$ cat src/rtl/pcap_replay_tx_gate.sv
// Per-port egress pacing gate: forwards whole packets from the replay FIFO,
// inserts a programmable inter-packet gap and stops after a packet limit.
module pcap_replay_tx_gate #(
    parameter int C_AXIS_DATA_WIDTH  = 256,
    parameter int C_AXIS_TUSER_WIDTH = 128,
    parameter int TUSER_IPG_LSB      = 32
) (
    input  logic                            axis_aclk,
    input  logic                            axis_rst,

    input  logic [C_AXIS_DATA_WIDTH-1:0]    s_axis_tdata,
    input  logic [C_AXIS_DATA_WIDTH/8-1:0]  s_axis_tkeep,
    input  logic [C_AXIS_TUSER_WIDTH-1:0]   s_axis_tuser,
    input  logic                            s_axis_tvalid,
    output logic                            s_axis_tready,
    input  logic                            s_axis_tlast,

    output logic [C_AXIS_DATA_WIDTH-1:0]    m_axis_tdata,
    output logic [C_AXIS_DATA_WIDTH/8-1:0]  m_axis_tkeep,
    output logic [C_AXIS_TUSER_WIDTH-1:0]   m_axis_tuser,
    output logic                            m_axis_tvalid,
    input  logic                            m_axis_tready,
    output logic                            m_axis_tlast,

    input  logic                            replay_en,
    input  logic                            use_tuser_ipg,
    input  logic [31:0]                     ipg_cycles,
    input  logic [31:0]                     pkt_limit,
    output logic [31:0]                     pkt_count,
    output logic [63:0]                     byte_count,
    output logic                            busy,
    output logic                            done,
    output logic [1:0]                      fsm_state
);

    localparam int KEEP_W = C_AXIS_DATA_WIDTH / 8;

    typedef enum logic [1:0] {
        IDLE = 2'd0,
        SEND = 2'd1,
        GAP  = 2'd2,
        DONE = 2'd3
    } state_t;

    state_t      state, state_nxt;
    logic        replay_en_d;
    logic        rise;
    logic        hs, hs_last;
    logic        first_beat;
    logic        done_nxt;
    logic        limit_hit;
    logic [31:0] gap_cnt, gap_cnt_nxt;
    logic [31:0] gap_lat;
    logic [31:0] gap_val;
    logic [31:0] tuser_ipg;
    logic [31:0] pkt_base, pkt_inc;
    logic [63:0] byte_base, beat_bytes;

    // Valid/ready: a beat moves when s_axis_tvalid & s_axis_tready; the gate is
    // a pure wire in SEND and holds both sides idle in every other state.
    assign s_axis_tready = m_axis_tready & (state == SEND);
    assign m_axis_tvalid = s_axis_tvalid & (state == SEND);
    assign m_axis_tdata  = s_axis_tdata;
    assign m_axis_tkeep  = s_axis_tkeep;
    assign m_axis_tuser  = s_axis_tuser;
    assign m_axis_tlast  = s_axis_tlast;

    assign hs        = s_axis_tvalid & s_axis_tready;
    assign hs_last   = hs & s_axis_tlast;
    assign rise      = replay_en & ~replay_en_d;
    assign tuser_ipg = s_axis_tuser[TUSER_IPG_LSB +: 32];

    assign busy      = (state == SEND) | (state == GAP);
    assign fsm_state = state;

    // A rising enable restarts statistics in the same cycle a beat may count.
    assign pkt_base  = rise ? 32'd0 : pkt_count;
    assign pkt_inc   = pkt_base + 32'd1;
    assign byte_base = rise ? 64'd0 : byte_count;
    assign limit_hit = (pkt_limit != 32'd0) && (pkt_inc == pkt_limit);

    always_comb begin
        beat_bytes = 64'd0;
        for (int i = 0; i < KEEP_W; i++) begin
            beat_bytes = beat_bytes + {63'd0, s_axis_tkeep[i]};
        end
    end

    // Single-beat packets carry their IPG on the beat being closed.
    always_comb begin
        gap_val = ipg_cycles;
        if (use_tuser_ipg) begin
            gap_val = first_beat ? tuser_ipg : gap_lat;
        end
    end

    always_comb begin
        state_nxt   = state;
        gap_cnt_nxt = gap_cnt;
        done_nxt    = rise ? 1'b0 : done;
        case (state)
            IDLE: begin
                if (replay_en) state_nxt = SEND;
            end
            SEND: begin
                if (hs_last) begin
                    if (limit_hit) begin
                        state_nxt = DONE;
                        done_nxt  = 1'b1;
                    end else if (!replay_en) begin
                        state_nxt = IDLE;
                    end else if (gap_val == 32'd0) begin
                        state_nxt = SEND;
                    end else begin
                        state_nxt   = GAP;
                        gap_cnt_nxt = gap_val - 32'd1;
                    end
                end
            end
            GAP: begin
                if (!replay_en) begin
                    state_nxt = IDLE;
                end else if (gap_cnt == 32'd0) begin
                    state_nxt = SEND;
                end else begin
                    gap_cnt_nxt = gap_cnt - 32'd1;
                end
            end
            DONE: begin
                if (!replay_en) state_nxt = IDLE;
            end
            default: state_nxt = IDLE;
        endcase
    end

    always_ff @(posedge axis_aclk) begin
        if (axis_rst) begin
            state       <= IDLE;
            replay_en_d <= 1'b0;
            pkt_count   <= 32'd0;
            byte_count  <= 64'd0;
            done        <= 1'b0;
            gap_cnt     <= 32'd0;
            gap_lat     <= 32'd0;
            first_beat  <= 1'b1;
        end else begin
            state       <= state_nxt;
            replay_en_d <= replay_en;
            gap_cnt     <= gap_cnt_nxt;
            done        <= done_nxt;
            pkt_count   <= hs_last ? pkt_inc : pkt_base;
            byte_count  <= byte_base + (hs ? beat_bytes : 64'd0);
            if (hs) begin
                first_beat <= s_axis_tlast;
                if (first_beat) gap_lat <= tuser_ipg;
            end
        end
    end

endmodule

$ cat config.mk
export PLATFORM = sky130hd
export DESIGN_NAME = pcap_replay_tx_gate
export DESIGN_NICKNAME = d
export VERILOG_FILES = /design/src/rtl/pcap_replay_tx_gate.sv
export SDC_FILE = /design/constraint.sdc
export NUM_CORES = 1
export LEC_CHECK = 0
export BUFFER_PORTS_ARGS = -buffer_cell sky130_fd_sc_hd__buf_2
export CORE_AREA = 2 2 392 394
export DETAILED_ROUTE_END_ITERATION = 8
export DIE_AREA = 0 0 394 396
export PLACE_DENSITY = 0.33
export SLEW_MARGIN = 20
export SYNTH_ARGS = -nofsm -noshare
export SYNTH_HDL_FRONTEND = slang
export SYNTH_SLANG_ARGS = --single-unit
$ cat constraint.sdc
create_clock -name axis_aclk -period 15.8 [get_ports axis_aclk]
set_clock_uncertainty 0.15 [all_clocks]
set_input_delay 3.16 -clock axis_aclk [delete_from_list [all_inputs] [get_ports axis_aclk]]
set_output_delay 3.16 -clock axis_aclk [all_outputs]
set_load 0.005 [all_outputs]
==> results by group <==
Floorplan
  – Die width: slightly below 400 um
  – I/O Pins: 1006
  – Die height: 396 um
  – Core Region: roughly 150000 um^2
  – # rows: 143
  – Initial Util: 0.0965
  – DIE AREA: roughly 160000 um^2

Run status
  – Status: completed

Logic synthesis
  – Most frequent cell after synthesis: buf_4
  – Synth async-reset ratio: 0
  – EDFF count, synth: 0
  – Sequential element share of the synthesized area: 0.226
  – Cell area after synthesis: roughly 15000 um^2
  – Post-synthesis register bit count: ~170
  – Synth Instances: around 1900
  – Synth area leaders: dfxtp_1 (23%), buf_4 (22%), nand2_1 (5.3%)
  – Syn Area/Cell: 7.65 um^2
  – Post-synth top cells: buf_4 (421), nand2_1 (208), nor2_1 (180)
  – Top FF cell, synth: dfxtp_1
  – Yosys top cell by area: dfxtp_1
  – Post-synth cell types: 85
  – Warnings, synthesis: 0
  – Yosys top cell area share: 0.226
  – Syn Nets: around 2400

Cells and area
  – Multi-input logic area: ~7500 um^2
  – Final Cell Area: 15900 um^2
  – Fill cells: 17800
  – Final Net Count: around 2300
  – Seq. cell area: roughly 3300 um^2
  – Share of layout cells above drive strength 1: 0.219
  – Post-layout util: 0.105
  – Area Growth Syn to Fin: 8.87%

Worst setup path
  – Worst EP arrival: ~10000 ps
  – Largest stage delay, worst path: approximately 760 ps
  – CP endpoint kind: flop
  – Startpoint Class: input pin
  – Crit path max fanout: 5
  – CP Class: in -> reg
  – CP max stage cell: nor4_1
  – CP required: approximately 16000 ps
  – Cell mode on critical path: fa_1

Placed design
  – IO buf count: roughly 300
  – Dpl ws: about 5600 ps
  – DP Wirelength: between 50000 and 60000 um
  – Placer congestion estimate: slightly above 0.8
  – Post-DP Area: 15300 um^2

STA
  – Pins Over Slew Limit: 0
  – Final setup fails: 0
  – Endpoints failing hold: 0
  – Rel. slew slack: 0.429
  – Setup TNS: 0 ps
  – RSZ-0062 raised after global routing: no
  – Final Cycle Share: 0.603
  – Max Freq: about 100 MHz
  – Actual slew at the worst max-slew pin: 855 ps
  – Worst setup margin: 6280 ps
  – Shortest period the worst path allows: ~9500 ps

Power
  – Pwr Total: around 1.3 mW
  – Leakage: around 6.0 nW
  – Pwr dens: between 80 and 90 nW/um^2
  – Worst IR drop on VDD: 0.0000884 V

Clock tree
  – Post-CTS resize count: 0
  – Worst-path clk slew: about 70 ps
  – Clock sink count: 165
  – # Post-CTS Setup Buffers: 0
  – CTS Buf Count: 17
  – CTS max path bufs: 2
  – Clock Latency Late Sink: between 500 and 600 ps
  – CTS Root Buffer Type: clkbuf_16
  – CTS tree: done
  – Hold bufs inserted after CTS: 0
  – CTS H-Tree Depth: 4

Detailed routing
  – Routed via count: ~12000
  – Via/cell ratio: around 3.3
  – Iteration-0 DRC Markers: approximately 640
  – WL/cell: 19.0 um
  – First-pass DRT Iterations: 5
  – ANT nets after route: 0
  – DRC Markers: 0
  – Post-Route WL: 72000 um

GRT
  – Largest net degree at the start of global routing: 56
  – Initial antenna violation count: 11
  – GRT Residual Overflow: 0
  – GRT Resource Usage Total: 0.0896
  – Global-route wire length before repair: a little under 100000 um
  – Vias in the first global route: between 10000 and 15000

Run
  – Max_cap viols: 0

Worst hold path
  – Hold Path Class: reg -> reg
per-stage QoR:
step                      instances  hold WS, ps
after floorplan                1912          284
after global placement         3762          289
after detailed placement       3762          296
after CTS                      3792          306
after global routing           3793          324
final                          3794          304
per-layer routing:
layer / share of wire / wire length (um) / track usage / vias to the layer above
met2: 0.45 / 32200 / 0.140 / 682
met1: 0.40 / 28800 / 0.101 / 5802
met4: 0.043 / 3060 / 0.0418 / 4
met5: 0.0022 / 162 / 0.00924 / -
li1: - / - / - / 5690
met3: 0.11 / 7750 / 0.0440 / 178
final cells by class:
type,count,share of cell area
antenna,2,0.000314
clock buffer,20,0.0281
clock inverter,10,0.0108
inverter,75,0.0177
multi-input combinational,1175,0.474
sequential,165,0.208
tap,2030,0.160
timing repair buffer,317,0.102
sequential cells by signal, summed over array words and instances (netlist names):
signal and count:
byte_count 64, done 1, first_beat 1, fsm_state 2
gap_cnt 32, gap_lat 32, pkt_count 32, replay_en_d 1
power by group:
| group | total [mW] | internal, mW | switching (mW) | leakage (nW) |
|---|---|---|---|---|
| registers | 0.427 | 0.422 | 0.00418 | 1.33 |
| clock network | 0.484 | 0.269 | 0.215 | 0.295 |
| logic | 0.365 | 0.149 | 0.217 | 4.36 |
logic make-up after synthesis:
kind of cell | Yosys count | synth area share
buffers and inverters | 572 | 0.259
xor gates and xnor gates | 132 | 0.0801
DFF | 165 | 0.226
muxes | 69 | 0.0483
adders and majority gates | 45 | 0.0513
and+or+nand+nor | 693 | 0.232
AOI/OAI and AO/OA | 236 | 0.103
path summary, 6_finish.rpt:
| check | from | endpoint | slack, ps | cells after the start |
|---|---|---|---|---|
| worst max-delay path | s_axis_tkeep[0] | byte_count[56] | 6280 | 26 |
| worst min-delay path | gap_lat[30] | gap_lat[30] | 300 | 2 |
| worst max register to register | replay_en_d | gap_cnt[10] | 10540 | 15 |
| worst min register to register | gap_lat[30] | gap_lat[30] | 300 | 2 |
cell usage in the layout, fill, tap and decap left out, types with 24 or more instances in the layout:
cell,Yosys,routed
mux2i_1,57,57
xnor2_1,76,76
nor3_1,44,44
nand4_1,37,37
o21ai_0,42,42
xor2_1,55,55
inv_1,74,74
buf_2,16,300
nor2_1,180,180
and2_1,30,30
and3_1,31,31
nand2_1,208,207
nor4_1,24,24
dfxtp_1,165,164
fa_1,25,25
nand3_1,51,51
a21oi_1,94,94
critical path, delay by kind of cell:
family | cells | cell delay, ps
adders and majority gates | 9 | 3710
and+or+nand+nor | 5 | 1420
AOI/OAI and AO/OA | 4 | 750
buffers and inverters | 6 | 370
xor gates and xnor gates | 2 | 350
Power figures use the tool's default switching activity.
